$ cat config.mk
export PLATFORM = sky130hd
export DESIGN_NAME = gt_int_serial_seq
export DESIGN_NICKNAME = d
export VERILOG_FILES = /design/src/rtl/gt_int_serial_seq.sv
export SDC_FILE = /design/constraint.sdc
export NUM_CORES = 1
export LEC_CHECK = 0
export CORE_ASPECT_RATIO = 0.5
export CORE_MARGIN = 2
export CORE_UTILIZATION = 35
export CTS_CLUSTER_DIAMETER = 60
export DETAILED_ROUTE_END_ITERATION = 12
export GPL_TIMING_DRIVEN = 0
export PLACE_DENSITY_LB_ADDON = 0.15
export SETUP_SLACK_MARGIN = 0.1
export SLEW_MARGIN = 10
export SYNTH_ARGS = -nofsm -noshare
export SYNTH_HDL_FRONTEND = slang
export SYNTH_SLANG_ARGS = --single-unit
$ cat constraint.sdc
create_clock -name clk -period 5.5 [get_ports clk]
set_clock_uncertainty 0.15 [all_clocks]
set_input_delay 1.375 -clock clk [delete_from_list [all_inputs] [get_ports clk]]
set_output_delay 1.375 -clock clk [all_outputs]
set_load 0.01 [all_outputs]
$ cat src/rtl/gt_int_serial_seq.sv
// Bit-serial signed greater-than comparator: one bit pair per cycle, LSB first.
// Handshake accepted in IDLE only; the result is held in DONE until out_ready.
module gt_int_serial_seq #(
  parameter int WIDTH = 32
) (
  input  logic             clk,
  input  logic             rst,
  input  logic             in_valid,
  output logic             in_ready,
  input  logic [WIDTH-1:0] A,
  input  logic [WIDTH-1:0] B,
  output logic             out_valid,
  input  logic             out_ready,
  output logic             Y,
  output logic             busy
);

  localparam int CW = (WIDTH > 1) ? $clog2(WIDTH) : 1;
  localparam logic [CW-1:0] LAST = CW'(WIDTH - 1);

  typedef enum logic [1:0] {S_IDLE, S_RUN, S_DONE} state_t;

  state_t           state_q, state_d;
  logic [WIDTH-1:0] a_q, b_q;
  logic [CW-1:0]    cnt_q;
  logic             gt_q;
  logic             y_q;
  logic             last_bit;
  logic             gt_nxt;

  assign last_bit = (cnt_q == LAST);

  // The sign bit carries inverted weight: a set sign bit on A means A is smaller.
  always_comb begin
    gt_nxt = gt_q;
    if (a_q[0] != b_q[0]) begin
      gt_nxt = last_bit ? b_q[0] : a_q[0];
    end
  end

  always_ff @(posedge clk) begin
    if (rst) begin
      state_q <= S_IDLE;
    end else begin
      state_q <= state_d;
    end
  end

  always_comb begin
    state_d = state_q;
    case (state_q)
      S_IDLE:  if (in_valid)  state_d = S_RUN;
      S_RUN:   if (last_bit)  state_d = S_DONE;
      S_DONE:  if (out_ready) state_d = S_IDLE;
      default: state_d = S_IDLE;
    endcase
  end

  always_comb begin
    in_ready  = (state_q == S_IDLE);
    busy      = (state_q == S_RUN);
    out_valid = (state_q == S_DONE);
  end

  // Shift registers are not reset; they are reloaded on every accept.
  always_ff @(posedge clk) begin
    if (rst) begin
      cnt_q <= '0;
      gt_q  <= 1'b0;
      y_q   <= 1'b0;
    end else begin
      case (state_q)
        S_IDLE: begin
          if (in_valid) begin
            a_q   <= A;
            b_q   <= B;
            cnt_q <= '0;
            gt_q  <= 1'b0;
          end
        end
        S_RUN: begin
          a_q  <= a_q >> 1;
          b_q  <= b_q >> 1;
          gt_q <= gt_nxt;
          if (last_bit) begin
            y_q <= gt_nxt;
          end else begin
            cnt_q <= cnt_q + CW'(1);
          end
        end
        default: ;
      endcase
    end
  end

  assign Y = y_q;

endmodule

**Word level (Yosys, flattened, before mapping)**

Cells that the tools add are included.

- Flip-flop bits (word level): 73
- Logic and storage cells: 38
- Output and inout port bits: 4

- $add $sub $neg: 1
- Mux-type cells: 15
- Equal/unequal tests: 8
- Reductions and logical operators: 7
- Bitwise gates (word level): 1

Operator list:

| cell | number |
|---|---|
| $pmux W32 S2 | 2 |
| $mux W32 | 2 |
| $mux W5 | 2 |
| $pmux W5 S2 | 1 |
| $reduce_and A3 Y1 | 3 |
| $mux W2 | 3 |
| $pmux W2 S3 | 1 |
| $add A5 B1 Y5 const B | 1 |
| $eq A5 B5 Y1 const B | 1 |
| $ne A2 B1 Y1 const B | 2 |
| $ne A2 B2 Y1 const B | 2 |
| $reduce_and A2 Y1 | 2 |
| $mux W1 | 3 |
| $eq A2 B1 Y1 const B | 1 |
| $eq A2 B2 Y1 const B | 1 |
| $logic_not A2 Y1 | 1 |
| $pmux W1 S2 | 1 |
| $reduce_bool A2 Y1 | 1 |
| $ne A1 B1 Y1 | 1 |
| $not A1 Y1 | 1 |

**Longest topological paths before layout**

Gate-level depths: netlist of the first run.

- Depth in word-level cells: 4
- Gate-level depth with buffers: 7

**Least setup slack after synthesis of the first run**

No wires, ideal clock.

- Path type: input port to flip-flop
- From: input in_valid
- To: register a_q[0], enable pin
- Stages: 2
- Slack: 447 ps
- Arrival time: 4409 ps
- Path buffers: 0
- Data required time: 4857 ps
- Path through: o21ba_2 nor2b_1

- Longest elaborated chain between the ends: 2

Ends and longest elaborated chain:

| what | RTL line | RTL |
|---|---|---|
| start, declared | 8 | `input logic in_valid,` |
| $ne A2 B2 Y1 (no source line) | - |  |
| $reduce_and A3 Y1 (no source line) | - |  |
| end signal, assigned | 82 | `a_q <= a_q >> 1;` |
| end, declared | 24 | `logic [WIDTH-1:0] a_q, b_q;` |

No other way between the ends.
A chain may end at the register's enable or synchronous reset.

**Worst setup path after layout of the first run**

- From: register state_q[0]
- To: output busy

- Longest elaborated chain between the ends: 1

Ends and longest elaborated chain:

| what | RTL line | RTL |
|---|---|---|
| start, declared | 23 | `state_t state_q, state_d;` |
| start signal, assigned | 45 | `state_q <= state_d;` |
| $eq A2 B1 Y1 | 61 | `busy = (state_q == S_RUN);` |
| end, declared | 15 | `output logic busy` |

No other way between the ends.

==> results of run 1 <==
## synthesized netlist by cell type, types with 2 or more instances
cell / number
and3_1: 2
buf_6: 5
edfxtp_1: 64
ha_1: 3
maj3_1: 2
xor2_1: 2
a21oi_1: 3
nand2_1: 189
and2_1: 2
nand3_1: 2
nor2b_1: 2
nor2_1: 9
mux2i_1: 2
and4_1: 2
dfxtp_1: 9
buf_2: 8
inv_1: 4
## worst paths after layout
| path | slack, ps | start | to |
|---|---|---|---|
| max | 2190 | state_q[0] | busy |
| min | 340 | state_q[1] | state_q[0] |
| max reg2reg | 3510 | state_q[0] | b_q[20] |
| min reg2reg | 340 | state_q[1] | state_q[0] |
## logic make-up after synthesis
logic type               synth area share, %
adder cells (fa/ha/maj)                 1.79
flip-flops                              65.3
XOR/XNOR                               0.816
multiplexers                           0.622
buffers and inverters                   3.93
AO/OA/AOI/OAI                           1.52
AND/OR/NAND/NOR                         26.0
## power groups by stage
stage	Sequential, mW	Combinational (mW)	Clock (mW)
2_1_floorplan	0.671	0.0772	0
3_3_place_gp	0.674	0.144	0
3_5_place_dp	0.672	0.155	0
4_1_cts	0.661	0.156	0.567
5_1_grt	0.663	0.172	0.587
6_report	0.660	0.153	0.548
## cells in the final DEF (no fill, tap or decap), types with 3 or more instances in the layout
cell,synthesis,layout
clkdlybuf4s50_1,0,70
ha_1,3,3
dfxtp_1,9,9
edfxtp_1,64,64
buf_2,8,8
a21oi_1,3,3
clkbuf_16,0,9
buf_6,5,5
nor2_1,9,9
clkbuf_1,1,4
nand2_1,189,189
inv_1,4,4
## layer usage
metal | track usage, % | vias to the layer above | part of all wire (%)
met4 | 4.33 | 0 | 0.79
met3 | 4.21 | 5 | 4.2
li1 | - | 1217 | -
met1 | 16.9 | 1035 | 48
met2 | 22.3 | 40 | 47
met5 | 0 | - | 0
## area by class of cell
class / count / area, µm²
multi-input cells: 229 / 998
clock inverters: 4 / 43.8
repair buffers: 72 / 756
fillers: 825 / 4420
plain buffers: 15 / 108
inverters: 5 / 18.8
well taps: 117 / 146
flip-flops and latches: 73 / 2100
clock buffers: 12 / 236
## state kept, by name, summed over array words and instances (netlist names)
signal	count
cnt_q	5
b_q	32
Y	1
a_q	32
state_q	2
gt_q	1
## worst max-delay path, stage by stage, from the launching register on
cell	delay [ps]
dfxtp_1	440
nand2b_2	130
inv_2	110
buf_2	210
clkdlybuf4s50_1	570
==> out/summary.txt, run 1 <==
Hold-fix buffers, CTS = 0
Die X = 140 µm
Via/cell ratio = 4.36
Post-CTS sizing = 0
Root buf cell = clkbuf_16
Comb pwr share = 11.2%
H-tree Lvls = 3
Total wire length = 6330 µm
Setup crit start kind = register
CP Capture Type = output pin
DR DRC count = 0
1st-pass router iterations = 4
Num CTS Buffers = 9
Syn-to-layout area delta = 37.0%
WP data required = 3970 ps
Synth Area per Inst = 10.0 µm²
Worst-case clock buffer depth = 2
Total clock sinks = 73
Initial antenna violation count = 0
Placed cell count = 511
Period minus WS final = 3310 ps
Synth top area share = 59.7%
Drt initial violations = 107
Ys flop type = edfxtp_1
Leading area contributor after synthesis = edfxtp_1
Number of global-route vias before repair = 2230
Ys async rst share = 0%
Antenna Nets Post-Route = 0
Power Density = 309 nW/µm²
Leakage power = 1.88 nW
DP Area = 4130 µm²
Final worst setup slack = 2190 ps
Yosys reg bits = 73
Part of the cycle the worst path needs = 60.3%
Clock transition at path regs = 50 ps
Final instance area = 4410 µm²
Final setup vio count = 0
Placer Congestion = 0.716
Int Pwr = 1.08 mW
Crit path max fanout = 10
Routed len/inst = 12.0 µm
Worst hold path class = register to register
Post-synth EDFFs = 64
Die H = 71.8 µm
Initial Util = 36.5%
Post-CTS Setup Inserts = 0
Grt ovf = 0
Post-synthesis cell type count = 29
Final Non-Filler Cells = 527
Seq/Total Area, Yosys = 65.3%
Final Max Tran Viols = 0
Critical path class = register to output pin
Total global-route track usage = 13.4%
Sw Pwr = 0.283 mW
Sum Neg Setup Slack = 0 ps
Post-Syn Nets = 393
Worst r2r path cells = 3
Yosys warning total = 0
Clock power frac = 40.3%
Syn Inst Count = 322
Max Freq = 302 MHz
Port buffer count = 70
Fin. Hold Viols = 0
Peak VDD IR = 144 µV
Core area = 8830 µm²
CP arrival = 1790 ps
RSZ-0062 raised after global routing = no
Tightest Pin Transition = 634 ps
Sequential Power Share = 48.5%
Share of layout cells above drive strength 1 = 8.05%
Worst-Skew Late Latency = 320 ps
Die ar. = 10000 µm²
Final core occ = 49.9%
Sw Share = 20.8%
Pin count of the biggest net entering global routing = 27
Post-Route Hold Slack = 344 ps
Main area contributors after synthesis = edfxtp_1 60%, nand2_1 22%, dfxtp_1 5.6%, buf_6 1.7%, buf_2 1.2%
Slew margin rel. = 57.7%
Inserted Diodes = 0
Via count = 2297
Outcome = completed
# IOs = 72
Hold path cells = 1
Nets = 476
Std-Cell Rows = 24
Power, Total = 1.36 mW
First-pass GRT wire length = 10500 µm
Hpwl dp = 4520 µm
TritonCTS clock tree = yes
Max Cap Viol = 0
Pre-CTS WS = 2090 ps
Syn Std Cell Area = 3220 µm²
Note: power is estimated with default switching activity, not from simulation.
==> inputs of run 2 (changes only) <==
==> constraint.sdc (replaced) <==
create_clock -name clk -period 2.9 [get_ports clk]
set_clock_uncertainty 0.15 [all_clocks]
set_input_delay 0.725 -clock clk [delete_from_list [all_inputs] [get_ports clk]]
set_output_delay 0.725 -clock clk [all_outputs]
set_load 0.01 [all_outputs]
==> out/summary.txt, run 2 (synthesis results as in run 1) <==
Final worst setup slack = 223 ps (-1960 ps)
Inserted Diodes = 0 (unchanged)
WP data required = 2030 ps (-1940 ps)
Critical-path top delay cell = clkdlybuf4s50_1
Antenna Nets Post-Route = 0 (unchanged)
Die ar. = 10000 µm² (unchanged)
Final Max Tran Viols = 0 (unchanged)
Initial antenna violation count = 0 (unchanged)
Grt ovf = 0 (unchanged)
H-tree Lvls = 3 (unchanged)
CP Cell Sequence = nand2b_2, inv_2, buf_2, clkdlybuf4s50_1
Core area = 8830 µm² (unchanged)
Commonest cells after routing, fill and taps aside = 189 x nand2_1, 70 x clkdlybuf4s50_1, 64 x edfxtp_1
Largest registers = a_q (32), b_q (32), cnt_q (5)
Leakage power = 1.87 nW (-0.96%)
CP arrival = 1800 ps (about the same)
Std-Cell Rows = 24 (unchanged)
Slew margin rel. = 69.4% (+12 points)
Via count = 2338 (+1.8%)
1st-pass router iterations = 4 (unchanged)
Outcome = completed
Fin. Hold Viols = 0 (unchanged)
Post-CTS Setup Inserts = 0 (unchanged)
# IOs = 72 (unchanged)
Root buf cell = clkbuf_16
Pre-CTS WS = 164 ps (-1930 ps)
Initial Util = 36.5% (unchanged)
Die H = 71.8 µm (unchanged)
Total wire length = 6310 µm (-0.24%)
CP Capture Type = output pin
Num CTS Buffers = 9 (unchanged)
Total clock sinks = 73 (unchanged)
Commonest non-fill, non-tap cell in the layout = nand2_1
Via/cell ratio = 4.44 (+1.8%)
Crit path max fanout = 10 (unchanged)
Drt initial violations = 86 (-20%)
Placer Congestion = 0.662 (-7.6%)
Final setup vio count = 0 (unchanged)
TritonCTS clock tree = yes
Nets = 476 (unchanged)
Syn-to-layout area delta = 35.7%
Port buffer count = 70 (unchanged)
Pin count of the biggest net entering global routing = 31 (+15%)
Worst hold path class = register to register
Period minus WS final = 2680 ps
Max Cap Viol = 0 (unchanged)
Critical path class = register to output pin
Peak VDD IR = 322 µV (+120%)
Part of the cycle the worst path needs = 92.3%
Share of layout cells above drive strength 1 = 8.05% (unchanged)
Clock transition at path regs = 50 ps (about the same)
First-pass GRT wire length = 10600 µm (+1.4%)
Worst-Skew Late Latency = 330 ps (about the same)
Die X = 140 µm (unchanged)
Fill cells = 857 (+3.9%)
Setup crit start kind = register
Worst-case clock buffer depth = 2 (unchanged)
RSZ-0062 raised after global routing = no
Power Density = 571 nW/µm² (+85%)
Total global-route track usage = 13.9% (+0.46 points)
Hpwl dp = 4470 µm (-1.2%)
Routed len/inst = 12.0 µm (-0.24%)
DR DRC count = 0 (unchanged)
Max Freq = 373 MHz
Number of global-route vias before repair = 2306 (+3.4%)
Post-Route Hold Slack = 322 ps (-22.2 ps)
Critical Path Max Stage Delay = 590 ps (+20 ps)
Tightest Pin Transition = 459 ps (-175 ps)
-- run 2: what timing repair did --
item,in CTS,in global routing
gates resized for setup,0,1
hold buffers,0,0
setup endpoints to repair,0,1
-- run 2: per-layer routing --
layer	vias up	GRT usage, %	wire length, µm
met5	-	0	0
met2	44	22.5	2950
met1	1073	16.9	2960
met4	0	6.00	95
li1	1214	-	-
met3	7	5.08	303
-- run 2: area by class of cell --
cell class | count | area [µm²] | area share, %
buffer | 15 | 108 | 2.46
clock buffer | 10 | 229 | 5.24
clock inverter | 6 | 25.0 | 0.573
inverter | 5 | 18.8 | 0.430
multi-input combinational | 229 | 998 | 22.9
sequential | 73 | 2100 | 48.1
tap | 117 | 146 | 3.35
timing repair buffer | 72 | 741 | 17.0
-- run 2: worst paths after layout --
check                           startpoint         end  depth (start not counted)  slack (ps)
worst max register to register  state_q[1]     b_q[24]                          4         990
worst min-delay path            state_q[1]  state_q[0]                          1         320
worst max-delay path            state_q[1]        busy                          4         220
worst min register to register  state_q[1]  state_q[0]                          1         320
-- run 2: metrics by stage --
step	power (mW)	cells	utilization (%)	cell area [µm²]	TNS [ps]
finish	2.50	527	49.5	4370	0
global route	2.62	527	49.5	4370	0
CTS	2.53	527	49.5	4370	0
detailed placement	1.57	511	46.6	4110	0
global placement	1.55	509	46.1	4070	-32140
floorplan	1.42	322	-	3230	0
-- run 2: power breakdown --
part / internal, mW / switching [mW] / total, mW / leakage (nW)
sequential: 1.23 / 0.0191 / 1.25 / 0.688
clock: 0.563 / 0.394 / 0.958 / 0.126
combinational: 0.150 / 0.136 / 0.286 / 1.05
-- run 2: critical path: cells and delay by family, from the launching register on --
| family | cells | cell delay [ps] |
|---|---|---|
| buf+inv | 3 | 920 |
| flops | 1 | 330 |
| simple gates | 1 | 220 |
==> inputs of run 3 (changes only) <==
--- a/config.mk
+++ b/config.mk
@@ -11,7 +11,6 @@
 export CTS_CLUSTER_DIAMETER = 60
 export DETAILED_ROUTE_END_ITERATION = 12
 export GPL_TIMING_DRIVEN = 0
-export PLACE_DENSITY_LB_ADDON = 0.15
 export SETUP_SLACK_MARGIN = 0.1
 export SLEW_MARGIN = 10
 export SYNTH_ARGS = -nofsm -noshare
==> out/summary.txt, run 3 (synthesis results as in run 1) <==
Outcome = completed
Total wire length = 6660 µm (+5.5%)
Worst-case clock buffer depth = 2 (unchanged)
TritonCTS clock tree = yes
First-pass GRT wire length = 10900 µm (+2.7%)
Power, Total = 2.81 mW (+13%)
Critical path class = register to output pin
Die H = 71.8 µm (unchanged)
Period minus WS final = 2680 ps (+0.376 ps)
Critical-path top delay cell = clkdlybuf4s50_1
Routed len/inst = 12.6 µm (+5.5%)
Root buf cell = clkbuf_16
Critical Path Max Stage Delay = 580 ps (about the same)
Post-CTS Setup Inserts = 0 (unchanged)
Peak VDD IR = 273 µV (-15%)
Drt initial violations = 147 (+71%)
Share of layout cells above drive strength 1 = 9.27% (+1.2 points)
Sw Pwr = 0.572 mW (+4.0%)
Initial antenna violation count = 0 (unchanged)
Int Pwr = 2.24 mW (+15%)
Antenna Nets Post-Route = 0 (unchanged)
Clock power frac = 45.2% (+6.8 points)
Die X = 140 µm (unchanged)
Total global-route track usage = 14.0% (+0.18 points)
H-tree Lvls = 3 (unchanged)
Final setup vio count = 0 (unchanged)
Crit path max fanout = 10 (unchanged)
Final instance area = 4470 µm² (+2.2%)
Power Density = 630 nW/µm² (+10%)
Inserted Diodes = 0 (unchanged)
Leakage power = 1.92 nW (+2.6%)
Final Non-Filler Cells = 527 (unchanged)
DR DRC count = 0 (unchanged)
Fin. Hold Viols = 0 (unchanged)
Fill cells = 820 (-4.3%)
# IOs = 72 (unchanged)
Sw Share = 20.3% (-1.7 points)
Commonest non-fill, non-tap cell in the layout = nand2_1
WP data required = 2030 ps (about the same)
Nets = 476 (unchanged)
DP Area = 4120 µm² (+0.18%)
Worst-Skew Late Latency = 330 ps (about the same)
Part of the cycle the worst path needs = 92.3% (about the same)
Largest registers = a_q (32), b_q (32), cnt_q (5)
Syn-to-layout area delta = 38.7%
Sequential Power Share = 44.5% (-5.7 points)
Die ar. = 10000 µm² (unchanged)
Via count = 2349 (+0.47%)
CP Cell Sequence = nand2b_2, inv_2, buf_2, clkdlybuf4s50_1
Max Freq = 373 MHz (about the same)
Clock transition at path regs = 50 ps (about the same)
Setup crit start kind = register
Worst hold path class = register to register
Via/cell ratio = 4.46 (+0.47%)
CP Capture Type = output pin
Placed cell count = 511 (unchanged)
Std-Cell Rows = 24 (unchanged)
Num CTS Buffers = 9 (unchanged)
Slew margin rel. = 69.0% (-0.43 points)
CP arrival = 1800 ps (about the same)
Placer Congestion = 0.711 (+7.4%)
Core area = 8830 µm² (unchanged)
Initial Util = 36.5% (unchanged)
Pin count of the biggest net entering global routing = 33 (+6.5%)
Comb pwr share = 10.3% (-1.2 points)
RSZ-0062 raised after global routing = no
Grt ovf = 0 (unchanged)
Total clock sinks = 73 (unchanged)
Sum Neg Setup Slack = 0 ps (unchanged)
Hpwl dp = 4740 µm (+6.0%)
Hold-fix buffers, CTS = 0 (unchanged)
1st-pass router iterations = 4 (unchanged)
Number of global-route vias before repair = 2328 (+0.95%)
Final Max Tran Viols = 0 (unchanged)
Commonest cells after routing, fill and taps aside = 189 x nand2_1, 70 x clkdlybuf4s50_1, 64 x edfxtp_1
Max Cap Viol = 0 (unchanged)
Port buffer count = 70 (unchanged)
Tightest Pin Transition = 466 ps (+6.40 ps)
==> run 3: cell count changes in the layout (fill, tap and decap cells not counted) <==
cell / before / now
buf_12: 2 / 1
buf_16: 0 / 1
bufinv_16: 0 / 3
clkbuf_1: 2 / 1
clkbuf_8: 0 / 1
clkinv_1: 4 / 0
clkinv_2: 2 / 3
==> run 3: worst max-delay path, delay by kind of cell, from the launching register on <==
family	cells	cell delay [ps]
and+or+nand+nor	1	220
DFF	1	340
buffers and inverters	3	910
==> run 3: final timing paths <==
check,depth (start not counted),startpoint,endpoint,slack (ps)
worst max-delay path,4,state_q[1],busy,220
worst min-delay path,1,state_q[1],state_q[0],350
worst max register to register,7,cnt_q[0],cnt_q[1],1050
worst min register to register,1,state_q[1],state_q[0],350
==> run 3: metrics by stage <==
step | utilization [%] | hold slack (ps) | setup slack (ps)
detailed placement | 46.7 | 340 | 307
global placement | 46.1 | 308 | -500
global route | 50.6 | 373 | 131
CTS | 50.6 | 351 | 170
finish | 50.6 | 345 | 222
floorplan | - | 294 | 417
==> run 3: per-layer routing <==
layer  vias to the layer above  track usage, %  wire (µm)
met5                         -               0          0
met4                         0            6.00        106
met3                        12            4.34        245
met2                        48            23.7       3290
met1                      1075            17.0       3020
li1                       1214               -          -
==> run 3: repair_timing <==
action | CTS | global route
endpoints found under the setup margin | 0 | 1
hold endpoints to repair | 0 | 0
gates resized for setup | 0 | 1
==> run 3: layout make-up <==
class                   count  area, µm²  share of cell area (%)
repair buffers             72        748                    16.8
plain buffers              15        108                    2.41
clock inverters             6        105                    2.35
well taps                 117        146                    3.28
flip-flops and latches     73       2100                    47.1
multi-input cells         229        998                    22.4
clock buffers              10        239                    5.35
inverters                   5       18.8                   0.420
==> run 3: power by group through the flow <==
| stage | Clock [mW] | Combinational, mW | Sequential (mW) |
|---|---|---|---|
| after floorplan | 0 | 0.148 | 1.27 |
| after global placement | 0 | 0.276 | 1.27 |
| after detailed placement | 0 | 0.295 | 1.27 |
| after CTS | 1.30 | 0.297 | 1.25 |
| after global routing | 1.34 | 0.324 | 1.26 |
| final | 1.27 | 0.291 | 1.25 |
